**config.mk**
```make
export PLATFORM = sky130hd
export DESIGN_NAME = branch_sequencer
export DESIGN_NICKNAME = d
export VERILOG_FILES = /design/src/rtl/branch_seq_pkg.sv /design/src/rtl/con_ff_logic.sv /design/src/rtl/branch_sequencer.sv
export SDC_FILE = /design/constraint.sdc
export NUM_CORES = 1
export LEC_CHECK = 0
export BUFFER_PORTS_ARGS = -buffer_cell sky130_fd_sc_hd__buf_2
export CORE_ASPECT_RATIO = 0.75
export CORE_MARGIN = 10
export CORE_UTILIZATION = 33
export DETAILED_ROUTE_END_ITERATION = 10
export PLACE_DENSITY = 0.95
export SLEW_MARGIN = 20
export SYNTH_ARGS = -nofsm -noshare
export SYNTH_HDL_FRONTEND = slang
export SYNTH_HIERARCHICAL = 1
export SYNTH_SLANG_ARGS = --single-unit
```
**constraint.sdc**
```tcl
create_clock -name clock -period 2.33 [get_ports clock]
set_input_delay 0.5825 -clock clock [delete_from_list [all_inputs] [get_ports clock]]
set_output_delay 0.5825 -clock clock [all_outputs]
set_load 0.01 [all_outputs]
```
**src/rtl/branch_seq_pkg.sv**
```systemverilog
// Shared types and constants for the fetch/branch sequencer and its con_ff logic.
package branch_seq_pkg;

  typedef enum logic [3:0] {
    S_IDLE, S_T0, S_T1, S_T2, S_T3, S_T4, S_T5, S_T6, S_FIN
  } state_e;

  typedef enum logic [1:0] {
    C_ZR = 2'b00,
    C_NZ = 2'b01,
    C_PL = 2'b10,
    C_MI = 2'b11
  } cond_e;

  localparam logic [4:0] ALU_INC_PC = 5'b11111;
  localparam logic [4:0] ALU_ADD    = 5'b00011;

  typedef struct packed {
    logic       pc_out;
    logic       mar_in;
    logic       z_in;
    logic       zlo_out;
    logic       pc_in;
    logic       mem_read;
    logic       mdr_in;
    logic       mdr_out;
    logic       ir_in;
    logic       gra;
    logic       r_out;
    logic       con_in;
    logic       y_in;
    logic       c_out;
    logic [4:0] alu_code;
  } ctrl_t;

endpackage

```
**src/rtl/con_ff_logic.sv**
```systemverilog
// Branch condition decode (zr/nz/pl/mi on the bus value) and the CON flip-flop.
module con_ff_logic
  import branch_seq_pkg::*;
#(
  parameter int DATA_WIDTH = 32
) (
  input  logic                  clock,
  input  logic                  clear,
  input  logic                  load_i,
  input  cond_e                 c2_i,
  input  logic [DATA_WIDTH-1:0] bus_i,
  output logic                  con_o
);

  logic cond_met;
  logic con_q;

  always_comb begin
    cond_met = 1'b0;
    unique case (c2_i)
      C_ZR: cond_met = (bus_i == '0);
      C_NZ: cond_met = (bus_i != '0);
      C_PL: cond_met = ~bus_i[DATA_WIDTH-1];
      C_MI: cond_met = bus_i[DATA_WIDTH-1];
      default: cond_met = 1'b0;
    endcase
  end

  // NOTE: state registers use non-blocking assignments so every flop samples pre-edge values.
  always_ff @(posedge clock or negedge clear) begin
    if (!clear)      con_q <= 1'b0;
    else if (load_i) con_q <= cond_met;
  end

  assign con_o = con_q;

endmodule

```
**src/rtl/branch_sequencer.sv**
```systemverilog
// Fetch + conditional-branch control FSM (T0..T6) driving DataPath strobes,
// with memory wait states, opcode checking and single-step support.
module branch_sequencer
  import branch_seq_pkg::*;
#(
  parameter int         DATA_WIDTH    = 32,
  parameter int         OPC_HI        = 31,
  parameter int         C2_LO         = 19,
  parameter logic [4:0] BR_OPCODE     = 5'b10010,
  parameter bit         USE_MEM_READY = 1'b1
) (
  input  logic                  clock,
  input  logic                  clear,
  input  logic                  start,
  input  logic                  step_en,
  input  logic                  step,
  input  logic [DATA_WIDTH-1:0] ir,
  input  logic [DATA_WIDTH-1:0] bus,
  input  logic                  mem_ready,
  output logic                  pc_out,
  output logic                  mar_in,
  output logic                  z_in,
  output logic                  zlo_out,
  output logic                  pc_in,
  output logic                  mem_read,
  output logic                  mdr_in,
  output logic                  mdr_out,
  output logic                  ir_in,
  output logic                  gra,
  output logic                  r_out,
  output logic                  con_in,
  output logic                  y_in,
  output logic                  c_out,
  output logic [4:0]            alu_code,
  output logic                  busy,
  output logic                  done,
  output logic                  taken,
  output logic                  illegal
);

  state_e state_q, state_d;
  ctrl_t  ctrl;
  logic   adv, mem_ok, is_branch, con_load, con_q;
  logic   ir_unused;

  assign adv       = ~step_en | step;
  assign mem_ok    = (USE_MEM_READY == 1'b0) | mem_ready;
  assign is_branch = (ir[OPC_HI -: 5] == BR_OPCODE);
  assign ir_unused = ^ir;

  con_ff_logic #(.DATA_WIDTH(DATA_WIDTH)) u_con (
    .clock  (clock),
    .clear  (clear),
    .load_i (con_load),
    .c2_i   (cond_e'(ir[C2_LO +: 2])),
    .bus_i  (bus),
    .con_o  (con_q)
  );

  always_ff @(posedge clock or negedge clear) begin
    if (!clear) state_q <= S_IDLE;
    else        state_q <= state_d;
  end

  // NOTE: every output of this block gets a default first, so no latches are inferred.
  always_comb begin
    state_d  = state_q;
    ctrl     = '0;
    con_load = 1'b0;
    done     = 1'b0;
    taken    = 1'b0;
    illegal  = 1'b0;
    unique case (state_q)
      S_IDLE: if (start && adv) state_d = S_T0;
      S_T0: begin
        ctrl.pc_out   = 1'b1;
        ctrl.mar_in   = 1'b1;
        ctrl.z_in     = 1'b1;
        ctrl.alu_code = ALU_INC_PC;
        if (adv) state_d = S_T1;
      end
      S_T1: begin
        ctrl.zlo_out  = 1'b1;
        ctrl.mem_read = 1'b1;
        ctrl.mdr_in   = 1'b1;
        // PC loads only on the cycle that leaves T1, so wait states never double-increment it.
        if (adv && mem_ok) begin
          ctrl.pc_in = 1'b1;
          state_d    = S_T2;
        end
      end
      S_T2: begin
        ctrl.mdr_out = 1'b1;
        ctrl.ir_in   = 1'b1;
        if (adv) state_d = S_T3;
      end
      S_T3: begin
        ctrl.gra    = 1'b1;
        ctrl.r_out  = 1'b1;
        ctrl.con_in = 1'b1;
        illegal     = ~is_branch;
        con_load    = adv & is_branch;
        if (adv) state_d = is_branch ? S_T4 : S_FIN;
      end
      S_T4: begin
        ctrl.pc_out = 1'b1;
        ctrl.y_in   = 1'b1;
        if (adv) state_d = S_T5;
      end
      S_T5: begin
        ctrl.c_out    = 1'b1;
        ctrl.z_in     = 1'b1;
        ctrl.alu_code = ALU_ADD;
        if (adv) state_d = S_T6;
      end
      S_T6: begin
        ctrl.zlo_out = con_q;
        ctrl.pc_in   = con_q;
        taken        = con_q;
        if (adv) state_d = S_FIN;
      end
      S_FIN: begin
        done = 1'b1;
        if (adv) state_d = S_IDLE;
      end
      default: state_d = S_IDLE;
    endcase
  end

  assign busy     = (state_q != S_IDLE);
  assign pc_out   = ctrl.pc_out;
  assign mar_in   = ctrl.mar_in;
  assign z_in     = ctrl.z_in;
  assign zlo_out  = ctrl.zlo_out;
  assign pc_in    = ctrl.pc_in;
  assign mem_read = ctrl.mem_read;
  assign mdr_in   = ctrl.mdr_in;
  assign mdr_out  = ctrl.mdr_out;
  assign ir_in    = ctrl.ir_in;
  assign gra      = ctrl.gra;
  assign r_out    = ctrl.r_out;
  assign con_in   = ctrl.con_in;
  assign y_in     = ctrl.y_in;
  assign c_out    = ctrl.c_out;
  assign alu_code = ctrl.alu_code;

endmodule

```
### After elaboration in Yosys (flattened, before gate mapping)

Cells that the tools add are included.
W data, S select, Z words.

* add/sub/neg operators: 0
* muxes and demuxes: 27
* reduce and logical (&&, ||, !) cells: 10
* multipliers: 0
* equality and inequality tests: 21
* magnitude comparators: 0
* bitwise operators: 5
* div/mod/pow operators: 0
* shifts and indexed selects: 0

Operator list (number)
* $mux W4: 10
* $pmux W4 S9: 1
* $logic_not A32 Y1: 1
* $reduce_bool A32 Y1: 1
* $ne A2 B2 Y1 const B: 9
* $eq A4 B3 Y1 const B: 4
* $mux W1: 10
* $pmux W5 S2: 1
* $reduce_and A9 Y1: 1
* $eq A4 B2 Y1 const B: 2
* $eq A5 B5 Y1 const B: 1
* $eq A2 B2 Y1 const B: 2
* $eq A4 B1 Y1 const B: 1
* $eq A4 B4 Y1 const B: 1
* $logic_not A4 Y1: 1
* $mux W2: 2
* $pmux W1 S4: 1
* $pmux W2 S2: 1
* $reduce_bool A4 Y1: 1
* $reduce_or A2 Y1: 2
* $mux W3: 1
* $not A1 Y1: 3
* $eq A2 B1 Y1 const B: 1
* $logic_and A1 B1 Y1: 2
* other kinds (3): 3

* memories: 0
* bits in latches: 0
* logic and storage cells: 65
* bits in registers: 5
* input bits: 70
* bits in writable memories: 0
* ROM bits: 0
* output and inout bits: 23

### Logic depth before layout (Yosys ltp)

Gate-level depths: netlist of the first run.

* depth in word-level cells: 5
* mapped depth: 9

### By module

Netlist of the first run, hierarchy kept.

By module, submodules not included
* branch_sequencer: cells an instance 65, area an instance 539.3 um^2, times used 1
* con_ff_logic: cells an instance 22, area an instance 157.7 um^2, times used 1

### Least setup slack after synthesis of the first run

Ideal clock, no wire load.

* path kind: register -> output
* from: register state_q[1]
* to: output port alu_code[0]
* required time: 1747 ps
* slack: 400 ps
* stages on the path, launching flop included: 6
* arrival time: 1347 ps
* cell sequence: dfrtp_1 > buf_2 > nand2b_1 > nor3_1 > or2_2 > buf_4

* longest elaborated chain between the ends: 2
* elaborated cells between the ends (all ways): 3

Ends and longest elaborated chain
* start, declared: line branch_sequencer.sv:41 `state_e state_q, state_d;`
* start signal, assigned: line branch_sequencer.sv:62 `else state_q <= state_d;`
* $eq A4 B3 Y1 / $eq A4 B1 Y1 (equally long branches): line branch_sequencer.sv:73 `unique case (state_q)`
* $pmux W5 S2 (*): line branch_sequencer.sv:73
* end, declared: line branch_sequencer.sv:34 `output logic [4:0] alu_code,`

Mark *: on every way between the ends. The rest lies on a longest branch, timed or not.

### Worst setup path after layout of the first run

* from: register state_q[0]
* to: output port pc_in

* longest elaborated chain between the ends: 2
* elaborated cells between the ends (all ways): 3

Ends and longest elaborated chain
* $eq A4 B3 Y1 / $eq A4 B2 Y1 (equally long branches): line branch_sequencer.sv:73
* $pmux W2 S2 (*): line branch_sequencer.sv:73
* end, declared: line branch_sequencer.sv:24 `output logic pc_in,`

Marked as above.

==> reports/summary.log, run 1 <==
INFO  setup_path     worst-path-max-fanout=9
INFO  floorplanning  initial_utilization=34.6%
INFO  grt            grt_pass1_wl=3630um
INFO  sta            setup_viol=0
INFO  cells_and_area final_cell_mix=buf_2, nor2_1, nor4_1
INFO  placement      number_of_instances_in_the_placed_design=165
INFO  cells_and_area final_cell_count_no_fill=169
INFO  setup_path     crit_path_start_kind=register
INFO  run            max_cap_viol_count=0
INFO  placement      routabilityCongestion=0.760
INFO  setup_path     crit_path_end_kind=primary output
INFO  cts            cts_inserted_buffers=3
INFO  synth          postSynthRegisterBits=5
INFO  cts            post_cts_buffers=0
INFO  cts            ctsRootBufferMaster=clkbuf_4
INFO  grt            groute.layer.met1.usage=10.4%
INFO  synth          netlist_area_before_placement=697um^2
INFO  cells_and_area total_number_of_nets_in_the_final_design=216
INFO  pwr            power.density_cell_area=878mW/mm^2
INFO  setup_path     ws_path_type=register to primary output
INFO  routing        dr.pass1.iters=4
INFO  cts            cts.path.max_buffers=2
INFO  cts            clk_pin_slew=0.05ns
INFO  placement      dp.final_hpwl=2120um
INFO  cells_and_area syn2layout_area_growth=41.5%
INFO  cells_and_area share_of_final_layout_standard_cells_stronger_than_drive_strength_1=58.6%
INFO  sta            timing_worst_slew_pin_value=0.441ns
INFO  synth          share_of_the_synthesized_area_in_the_top_cell_type=18.0%
INFO  routing        drt.antenna.violating_nets=0
INFO  sta            timing.final.crit_share=92.8%
INFO  synth          synth.net_count=157
INFO  cts            number_of_clock_sinks=5
INFO  routing        post-route-drc-count=0
INFO  grt            overflow=0
INFO  cts            cts_hold_buf=0
INFO  sta            setup-tns-final=0ns
INFO  synth          syn-instance-count=87
INFO  grt            grt_start_max_net_pins=13
INFO  sta            timing.final.crit_period=2.16ns
INFO  outcome        run_status=finished clean
INFO  synth          ys_seq_area_share=18.0%
INFO  setup_path     worst-r2r-setup-slack=0.44ns
INFO  hold_path      min_path_type=input port to asynchronous set/reset pin
INFO  grt            met3_usage=2.98%
INFO  grt            grt_most_used_layer=met2
INFO  setup_path     crit_required=1.75ns
INFO  routing        wl=2320um
INFO  floorplanning  floorplan.rows=14
INFO  routing        dr_total_vias=828
INFO  synth          netlist_top_cells_area=dfrtp_1, buf_4, nor2_1
INFO  sta            timing.slew.headroom=70.6%
INFO  floorplanning  die-height=59.8um
INFO  cells_and_area n_antenna_cell=0
INFO  sta            unrepaired_setup_endpoints_after_global_routing=false
INFO  sta            drv_slew=0
INFO  grt            grtUsageTotal=10.4%
INFO  pwr            total_leakage_power=0.546nW
INFO  grt            number_of_antenna_violations_at_the_first_check_in_global_routing=0
INFO  cts            h-tree-depth=1
INFO  pwr            report.power.total=0.866mW
INFO  cts            tritoncts=built
INFO  floorplanning  ioPinCount=93
INFO  sta            finalWorstSetupSlack=0.168ns
INFO  floorplanning  floorplan.die_area=0.00437mm^2
INFO  pwr            vdd_ir_drop_max=578uV
INFO  cells_and_area mostFrequentLayoutCell=buf_2
INFO  synth          netlist-cell-type-count=38
INFO  sta            setup_skew=0.00553ns
INFO  synth          postSynthAreaPerCell=8.01um^2
INFO  grt            grt.met2_usage=18.8%
INFO  floorplanning  horiz_die_dim=73.1um
INFO  cts            cts_repair_resize_count=0
INFO  sta            fmax=463MHz
INFO  routing        avgViaCountPerCell=4.90
INFO  synth          synth_warn=6
INFO  grt            grt_pass1_vias=849
INFO  placement      preCtsSetupSlack=0.360ns
INFO  synth          synth_area_leader_cell=dfrtp_1
INFO  floorplanning  core_area=0.00201mm^2
INFO  setup_path     cp_data_arrival_time=1.58ns
INFO  sta            finalHoldViolations=0
INFO  cts            insertion_delay=0.24ns
INFO  routing        dr.first_iter.drc_count=30
INFO  routing        wire_per_inst=13.8um
INFO  placement      port-buffer-count=67
-- cell type report --
cell class / count / area, um^2
Clock inverter: 1 / 5.00
Clock buffer: 3 / 22.5
Sequential cell: 5 / 125
Inverter: 5 / 18.8
Timing Repair Buffer: 67 / 335
Fill cell: 213 / 1030
Tap cell: 24 / 30.0
Multi-Input combinational cell: 64 / 449
-- Yosys cell counts (all sizes together) --
cell type / n
a211oi: 3
a21oi: 3
a221oi: 1
a22o: 1
a22oi: 1
and2: 2
and3: 3
buf: 13
dfrtp: 5
inv: 5
mux2: 1
nand2: 5
nand2b: 6
nand3: 4
nand3b: 1
nand4: 1
nand4b: 1
nor2: 10
nor3: 4
nor3b: 1
nor4: 8
o21ai: 2
o22ai: 1
o31ai: 1
or2: 1
or3: 1
or4: 1
xor2: 1
-- final timing paths --
check	cells past startpoint	start	to
min in group clock	2	u_con/con_o$_DFFE_PN0P_	u_con/con_o$_DFFE_PN0P_
max in group asynchronous	1	clear	state_q[3]$_DFFE_PN0P_
setup reg to reg	7	state_q[3]$_DFFE_PN0P_	u_con/con_o$_DFFE_PN0P_
hold / removal	1	clear	state_q[2]$_DFFE_PN0P_
hold reg to reg	2	u_con/con_o$_DFFE_PN0P_	u_con/con_o$_DFFE_PN0P_
setup / recovery	4	state_q[0]$_DFFE_PN0P_	pc_in
-- metrics by stage --
stage	cell area (um^2)	hold WS, ns	utilization, %
final	986	0.141	48.9
after global routing	986	0.127	48.9
after CTS	986	0.134	48.9
after detailed placement	958	0.402	47.6
after floorplan	697	0.287	-
after global placement	958	0.399	47.6
-- layer usage --
layer,up-vias,wire length (um)
met5,-,0
met4,0,32
met3,2,217
met2,33,1260
met1,368,810
li1,425,-
-- critical path, stage by stage (launching register included) --
cell      delay (ns)
dfrtp_1         0.48
nand2b_4        0.21
or3_4           0.36
o21ai_1         0.14
buf_2           0.14
-- power by group --
| group | internal [mW] | switching, mW | total [mW] |
|---|---|---|---|
| logic | 0.266 | 0.286 | 0.552 |
| registers | 0.119 | 0.0962 | 0.215 |
| clock network | 0.0621 | 0.0361 | 0.0982 |
| total | 0.447 | 0.418 | 0.866 |
-- kinds of logic (layout without fill, tap and decap cells) --
group	Yosys count	after routing	share of synthesized area [%]
compound gates	13	13	15.6
xor+xnor	1	1	1.26
buf+inv	18	76	17.6
flops	5	5	18.0
mux	1	1	2.15
simple gates	49	49	45.4
-- state kept, by name, indices dropped and copies added (netlist names) --
signal	count
state_q	4
u_con/con_o	1
Note: power is estimated with default switching activity, not from simulation.
==> run 2, diff against run 1 <==
ABC_AREA = 1   (was unset)
CORE_UTILIZATION = 34   (was 33)
==> reports/summary.log, run 2 <==
INFO  setup_path     crit_slowest_cell=dfrtp_1 [unchanged]
INFO  routing        wire_per_inst=10.5um [was 13.8 um]
INFO  synth          synth.top_cells.by_count=nand2_1, nor2_1, inv_1 [was nor2_1, buf_4, nor4_1]
INFO  cts            clk_pin_slew=0.04ns [was 0.05 ns]
INFO  floorplanning  floorplan.die_area=0.00434mm^2 [was 0.00437 mm^2]
INFO  hold_path      min_path_type=input port to asynchronous set/reset pin [unchanged]
INFO  cts            insertion_delay=0.24ns [about the same]
INFO  pwr            vdd_ir_drop_max=834uV [was 578 uV]
INFO  setup_path     critical_path_buf_inv_count=3 [was 1]
INFO  run            max_cap_viol_count=0 [unchanged]
INFO  cts            h-tree-depth=1 [unchanged]
INFO  sta            drv_slew=0 [unchanged]
INFO  cells_and_area final_cell_mix=buf_2, nand2_1, nor2_1 [was buf_2, nor2_1, nor4_1]
INFO  sta            timing.final.crit_period=1.96ns [was 2.16 ns]
INFO  synth          synth-edff-count=0 [unchanged]
INFO  setup_path     cp_data_arrival_time=1.38ns [was 1.58 ns]
INFO  synth          netlist-cell-type-count=15 [was 38]
INFO  cts            cts_hold_buf=0 [unchanged]
INFO  setup_path     worst_reg2reg_endpoint=u_con/con_o$_DFFE_PN0P_ [unchanged]
INFO  routing        wl=2320um [about the same]
INFO  cells_and_area n_antenna_cell=0 [unchanged]
INFO  placement      port-buffer-count=67 [unchanged]
INFO  grt            grt_most_used_layer=met2 [unchanged]
INFO  setup_path     r2r.worst_path.cells=8 [was 7]
INFO  routing        avgViaCountPerCell=4.22 [was 4.90]
INFO  grt            met3_usage=5.70% [was 2.98%]
INFO  grt            grt_pass1_vias=924 [was 849]
INFO  cts            cts_inserted_buffers=3 [unchanged]
INFO  sta            setup_viol=0 [unchanged]
INFO  synth          postSynthAreaPerCell=5.27um^2 [was 8.01 um^2]
INFO  setup_path     crit_path_start_kind=register [unchanged]
INFO  cells_and_area max_reg_flops=4 [unchanged]
INFO  sta            timing.final.crit_share=84.1% [was 92.8%]
INFO  placement      dp.final_hpwl=2110um [was 2120 um]
INFO  synth          ys_seq_area_share=17.6% [was 18.0%]
INFO  grt            number_of_antenna_violations_at_the_first_check_in_global_routing=0 [unchanged]
INFO  grt            grt_pass1_wl=3730um [was 3630 um]
INFO  synth          synth_warn=6 [unchanged]
INFO  synth          postSynthRegisterBits=5 [unchanged]
INFO  sta            fmax=511MHz [was 463 MHz]
INFO  synth          synthFlopType=dfrtp_1 [unchanged]
INFO  cts            tritoncts=built [unchanged]
INFO  routing        drt.antenna.violating_nets=0 [unchanged]
INFO  setup_path     crit-reg2reg-launch=state_q[3]$_DFFE_PN0P_ [unchanged]
INFO  placement      preCtsSetupSlack=0.519ns [was 0.360 ns]
INFO  synth          netlist_top_cells_area=nand2_1, nor2_1, dfrtp_1 [was dfrtp_1, buf_4, nor2_1]
INFO  outcome        run_status=finished clean [unchanged]
INFO  floorplanning  horiz_die_dim=72.8um [was 73.1 um]
INFO  setup_path     crit_path_cell_trace=inv_2 -> nand2_2 -> nor2_4 -> inv_1 -> o21ai_0 -> buf_2 [was nand2b_4 -> or3_4 -> o21ai_1 -> buf_2]
INFO  setup_path     ws_path_type=register to primary output [unchanged]
INFO  floorplanning  die-height=59.6um [was 59.8 um]
INFO  synth          synth_area_leader_cell=nand2_1 [was dfrtp_1]
INFO  cells_and_area total_number_of_nets_in_the_final_design=269 [was 216]
INFO  grt            grt_start_max_net_pins=7 [was 13]
INFO  setup_path     path_delay_family=flip-flops [was simple AND/OR/NAND/NOR gates]
INFO  setup_path     crit_path_end_kind=primary output [unchanged]
INFO  sta            finalWorstSetupSlack=0.371ns [was 0.168 ns]
INFO  cells_and_area syn2layout_area_growth=46.6% [was 41.5%]
INFO  routing        post-route-drc-count=0 [unchanged]
INFO  grt            grt.met2_usage=19.1% [was 18.8%]
INFO  grt            overflow=0 [unchanged]
INFO  sta            setup_skew=0.00412ns [was 0.00553 ns]
INFO  grt            groute.layer.met1.usage=9.79% [was 10.4%]
INFO  sta            unrepaired_setup_endpoints_after_global_routing=false [unchanged]
INFO  synth          syn-instance-count=135 [was 87]
INFO  placement      routabilityCongestion=0.821 [was 0.760]
INFO  routing        dr.first_iter.drc_count=46 [was 30]
INFO  sta            timing.slew.headroom=84.1% [was 70.6%]
INFO  cts            post_cts_buffers=0 [unchanged]
INFO  cts            number_of_clock_sinks=5 [unchanged]
INFO  routing        dr.pass1.iters=4 [unchanged]
INFO  floorplanning  core_area=0.00200mm^2 [was 0.00201 mm^2]
INFO  cells_and_area mostFrequentLayoutCell=buf_2 [unchanged]
INFO  cells_and_area largest-register=state_q [unchanged]
INFO  floorplanning  ioPinCount=93 [unchanged]
INFO  cts            ctsRootBufferMaster=clkbuf_4 [unchanged]
INFO  synth          share_of_the_synthesized_area_in_the_top_cell_type=21.1% [was 18.0%]
INFO  synth          synth_most_common_cell=nand2_1 [was nor2_1]
INFO  routing        dr_total_vias=936 [was 828]
INFO  synth          asyncSetResetFlopFracSynth=100% [unchanged]
INFO  sta            finalHoldViolations=0 [unchanged]
INFO  pwr            total_leakage_power=0.688nW [was 0.546 nW]
INFO  pwr            power.density_cell_area=938mW/mm^2 [was 878 mW/mm^2]
INFO  floorplanning  initial_utilization=35.7% [was 34.6%]
INFO  setup_path     critical_path.max_stage_delay=0.43ns [was 0.48 ns]
INFO  setup_path     crit_required=1.75ns [about the same]
INFO  cells_and_area share_of_final_layout_standard_cells_stronger_than_drive_strength_1=42.9% [was 58.6%]
INFO  setup_path     worst-r2r-setup-slack=1.00ns [was 0.44 ns]
INFO  setup_path     critPathLaunch=state_q[0]$_DFFE_PN0P_ [unchanged]
INFO  cells_and_area utilization=52.3% [was 48.9%]
INFO  sta            setup-tns-final=0ns [unchanged]
INFO  synth          synth.net_count=205 [was 157]
INFO  cts            cts_repair_resize_count=0 [unchanged]
INFO  synth          netlist_area_before_placement=712um^2 [was 697 um^2]
INFO  floorplanning  floorplan.rows=14 [unchanged]
INFO  cts            cts.path.max_buffers=2 [unchanged]
INFO  sta            timing_worst_slew_pin_value=0.236ns [was 0.441 ns]
INFO  setup_path     worst-path-max-fanout=5 [was 9]
INFO  grt            grtUsageTotal=10.5% [was 10.4%]
[run 2: changes by cell type after synthesis, moves of 3 or more]
cell / previous run / this run
o21ai_0: 1 / 5
inv_1: 4 / 16
nor3_1: 3 / 0
nand2_4: 0 / 3
nor2_2: 0 / 4
nand2_1: 5 / 40
and3_1: 3 / 0
nand2b_1: 3 / 0
nor2_1: 10 / 37
nor4_1: 6 / 0
nand2_2: 0 / 4
buf_6: 3 / 0
[run 2: metrics by stage]
stage / hold WS, ns / std cells / cell area [um^2] / total power [mW]
floorplan: 0.287 / 135 / 712 / 0.716
global placement: 0.398 / 218 / 1020 / 0.881
detailed placement: 0.401 / 218 / 1020 / 0.895
CTS: 0.142 / 222 / 1040 / 0.998
global route: 0.143 / 222 / 1040 / 1.09
finish: 0.146 / 222 / 1040 / 0.979
[run 2: routing by layer]
metal,routed length (um),share of wire [%]
met5,0,0
met3,276,12
met4,0,0
met2,1130,49
met1,917,40
[run 2: power by group]
| part | switching [mW] | leakage, nW | internal [mW] |
|---|---|---|---|
| combinational | 0.439 | 0.608 | 0.277 |
| clock | 0.0329 | 0.0150 | 0.0646 |
| sequential | 0.0444 | 0.0649 | 0.121 |
| total | 0.516 | 0.688 | 0.462 |
[run 2: worst max path at each step]
stage                        to  cells past startpoint
global placement          pc_in                      5
CTS                       pc_in                      6
global route              pc_in                      6
floorplan           alu_code[0]                      5
finish                    pc_in                      6
detailed placement        pc_in                      5
[run 2: logic make-up (layout without fill, tap and decap cells)]
kind of cell	after synthesis	in the layout	share of synthesized area, %
compound gates	8	8	5.62
simple gates	95	95	58.3
buf+inv	27	90	18.5
flops	5	5	17.6
[run 2: final cells by class]
type	count	area, um^2
Clock buffer	4	26.3
Fill cell	211	953
Inverter	19	71.3
Multi-Input combinational cell	103	455
Sequential cell	5	125
Tap cell	24	30.0
Timing Repair Buffer	67	335
==> run 3, diff against run 2 <==
ABC_AREA = 0   (was 1)
CORE_UTILIZATION = 31   (was 34)
PLACE_DENSITY = 0.9   (was 0.95)
clock period = 2 ns   (was 2.33 ns; I/O delays follow)
==> reports/summary.log, run 3 (synthesis gave the netlist of run 1 again) <==
INFO  outcome        run_status=finished clean [unchanged]
INFO  pwr            total_leakage_power=0.598nW [was 0.688 nW]
INFO  grt            grt_pass1_vias=831 [was 924]
INFO  cells_and_area syn2layout_area_growth=54.0% [was 46.6%]
INFO  routing        avgViaCountPerCell=4.75 [was 4.22]
INFO  floorplanning  ioPinCount=93 [unchanged]
INFO  pwr            p_seq_share=18.3% [was 16.9%]
INFO  sta            timing_worst_slew_pin_value=0.287ns [was 0.236 ns]
INFO  floorplanning  core_area=0.00207mm^2 [was 0.00200 mm^2]
INFO  placement      port-buffer-count=67 [unchanged]
INFO  floorplanning  floorplan.rows=14 [unchanged]
INFO  pwr            cell_internal_power_dissipation=0.629mW [was 0.462 mW]
INFO  cells_and_area total_number_of_nets_in_the_final_design=225 [was 269]
INFO  placement      preCtsSetupSlack=0.159ns [was 0.519 ns]
INFO  sta            fmax=519MHz
INFO  hold_path      min_path_type=input port to asynchronous set/reset pin [unchanged]
INFO  sta            finalWorstSetupSlack=0.0723ns [was 0.371 ns]
INFO  placement      routabilityCongestion=0.779 [was 0.821]
INFO  cts            cts.path.max_buffers=2 [unchanged]
INFO  cts            cts_inserted_buffers=3 [unchanged]
INFO  routing        dr_total_vias=845 [was 936]
INFO  cts            tritoncts=built [unchanged]
INFO  sta            setup_viol=0 [unchanged]
INFO  floorplanning  die-height=61.1um [was 59.6 um]
INFO  cts            clk_pin_slew=0.05ns [was 0.04 ns]
INFO  routing        drt.antenna.violating_nets=0 [unchanged]
INFO  sta            drv_slew=0 [unchanged]
INFO  sta            timing.final.crit_period=1.93ns
INFO  sta            finalHoldViolations=0 [unchanged]
INFO  grt            grt_pass1_wl=3680um [was 3730 um]
INFO  sta            timing.slew.headroom=80.7% [was 84.1%]
INFO  placement      dp.final_hpwl=2200um [was 2110 um]
INFO  setup_path     worst-path-max-fanout=8 [was 5]
INFO  pwr            power.density_cell_area=1080mW/mm^2 [was 938 mW/mm^2]
INFO  pwr            vdd_ir_drop_max=432uV [was 834 uV]
INFO  setup_path     cp_data_arrival_time=1.43ns [was 1.38 ns]
INFO  grt            overflow=0 [unchanged]
INFO  routing        wire_per_inst=13.8um [was 10.5 um]
INFO  routing        dr.first_iter.drc_count=29 [was 46]
INFO  cts            ctsRootBufferMaster=clkbuf_4 [unchanged]
INFO  floorplanning  horiz_die_dim=74.8um [was 72.8 um]
INFO  floorplanning  floorplan.die_area=0.00456mm^2 [was 0.00434 mm^2]
INFO  setup_path     crit-reg2reg-launch=state_q[3]$_DFFE_PN0P_ [unchanged]
INFO  setup_path     r2r.worst_path.cells=7 [was 8]
INFO  pwr            p_comb_share=71.6% [was 73.2%]
INFO  setup_path     ws_path_type=register to primary output [unchanged]
INFO  sta            setup_skew=0.00723ns [was 0.00412 ns]
INFO  grt            grtUsageTotal=10.2% [was 10.5%]
INFO  setup_path     worst_reg2reg_endpoint=u_con/con_o$_DFFE_PN0P_ [unchanged]
INFO  run            max_cap_viol_count=0 [unchanged]
INFO  cts            h-tree-depth=1 [unchanged]
INFO  grt            grt_start_max_net_pins=9 [was 7]
INFO  cells_and_area largest-register=state_q [unchanged]
INFO  grt            number_of_antenna_violations_at_the_first_check_in_global_routing=0 [unchanged]
INFO  cells_and_area n_antenna_cell=0 [unchanged]
INFO  cells_and_area max_reg_flops=4 [unchanged]
INFO  sta            timing.final.crit_share=96.4%
INFO  setup_path     crit_path_start_kind=register [unchanged]
INFO  pwr            share_clk_of_total_power=10.0% [about the same]
INFO  cells_and_area share_of_final_layout_standard_cells_stronger_than_drive_strength_1=64.3% [was 42.9%]
INFO  cells_and_area mostFrequentLayoutCell=buf_2 [unchanged]
INFO  cts            number_of_clock_sinks=5 [unchanged]
INFO  pwr            total_net_switching_power=0.527mW [was 0.516 mW]
INFO  routing        dr.pass1.iters=4 [unchanged]
INFO  routing        wl=2450um [was 2320 um]
INFO  floorplanning  initial_utilization=33.7% [was 35.7%]
INFO  setup_path     worst-r2r-setup-slack=0.23ns [was 1.00 ns]
INFO  setup_path     critPathLaunch=state_q[1]$_DFFE_PN0P_ [was state_q[0]$_DFFE_PN0P_]
INFO  pwr            switching_share=45.6% [was 52.7%]
INFO  sta            setup-tns-final=0ns [unchanged]
INFO  routing        post-route-drc-count=0 [unchanged]
INFO  cells_and_area final_cell_mix=buf_2, nor2_1, buf_4 [was buf_2, nand2_1, nor2_1]
INFO  sta            unrepaired_setup_endpoints_after_global_routing=false [unchanged]
INFO  setup_path     crit_required=1.50ns [was 1.75 ns]
INFO  cts            insertion_delay=0.24ns [about the same]
INFO  setup_path     crit_path_end_kind=primary output [unchanged]
## run 3: changes by cell type in the layout (fill, tap and decap cells not counted), sizes merged, moves of 5 or more
cell	before	now
nand2	47	5
buf	67	76
nor4	0	8
inv	19	5
nand2b	0	6
nor2	42	10
o21ai	7	2
## run 3: per-stage QoR
step / instance area (um^2) / power, mW / hold WS [ns] / cells / utilization (%)
finish: 1070 / 1.16 / 0.0596 / 178 / 51.9
global route: 1070 / 1.25 / 0.0617 / 178 / 51.9
CTS: 1010 / 1.07 / 0.0578 / 172 / 48.8
detailed placement: 981 / 0.948 / 0.321 / 168 / 47.5
global placement: 981 / 0.930 / 0.317 / 168 / 47.5
floorplan: 697 / 0.776 / 0.204 / 87 / -
## run 3: worst max-delay path, stage by stage (launching register included)
cell      delay, ns
dfrtp_2        0.45
nand2b_4       0.09
or3_4          0.36
o21ai_2        0.14
buf_2          0.14
## run 3: worst max path at each step
| stage | slack, ns | endpoint | cells after the start |
|---|---|---|---|
| final | 0.07 | pc_in | 4 |
| after global routing | 0.009 | pc_in | 4 |
| after CTS | 0.002 | pc_in | 3 |
| after detailed placement | 0.16 | u_con/con_o$_DFFE_PN0P_ | 7 |
| after global placement | 0.21 | u_con/con_o$_DFFE_PN0P_ | 7 |
| after floorplan | 0.15 | alu_code[0] | 5 |
## run 3: what timing repair did
item / 4_1_cts / 5_1_grt
setup buffers: 0 / 6
pin swaps: 0 / 1
gates resized for setup: 1 / 5
setup endpoints to repair: 4 / 6
hold buffers: 0 / 0
## run 3: power groups by stage
stage          combinational, mW  sequential [mW]  clock [mW]
2_1_floorplan              0.622            0.154           0
3_3_place_gp               0.715            0.215           0
3_5_place_dp               0.731            0.218           0
4_1_cts                    0.732            0.218       0.120
5_1_grt                    0.906            0.221       0.125
6_report                   0.828            0.212       0.116
## run 3: layout make-up
class | instances | area [um^2]
well taps | 24 | 30.0
multi-input cells | 64 | 465
fillers | 207 | 993
clock buffers | 3 | 22.5
inverters | 5 | 18.8
flip-flops and latches | 5 | 129
clock inverters | 1 | 5.00
repair buffers | 76 | 403
## run 3: routing by layer
metal  routed length (um)  part of all wire (%)  vias up  global-route usage, %
met5                    0                     0        -                      0
met3                  169                   6.9        2                   1.61
met1                  922                    38      369                   10.8
met4                   36                   1.5        0                   6.45
li1                     -                     -      439                      -
met2                 1330                    54       35                   18.8
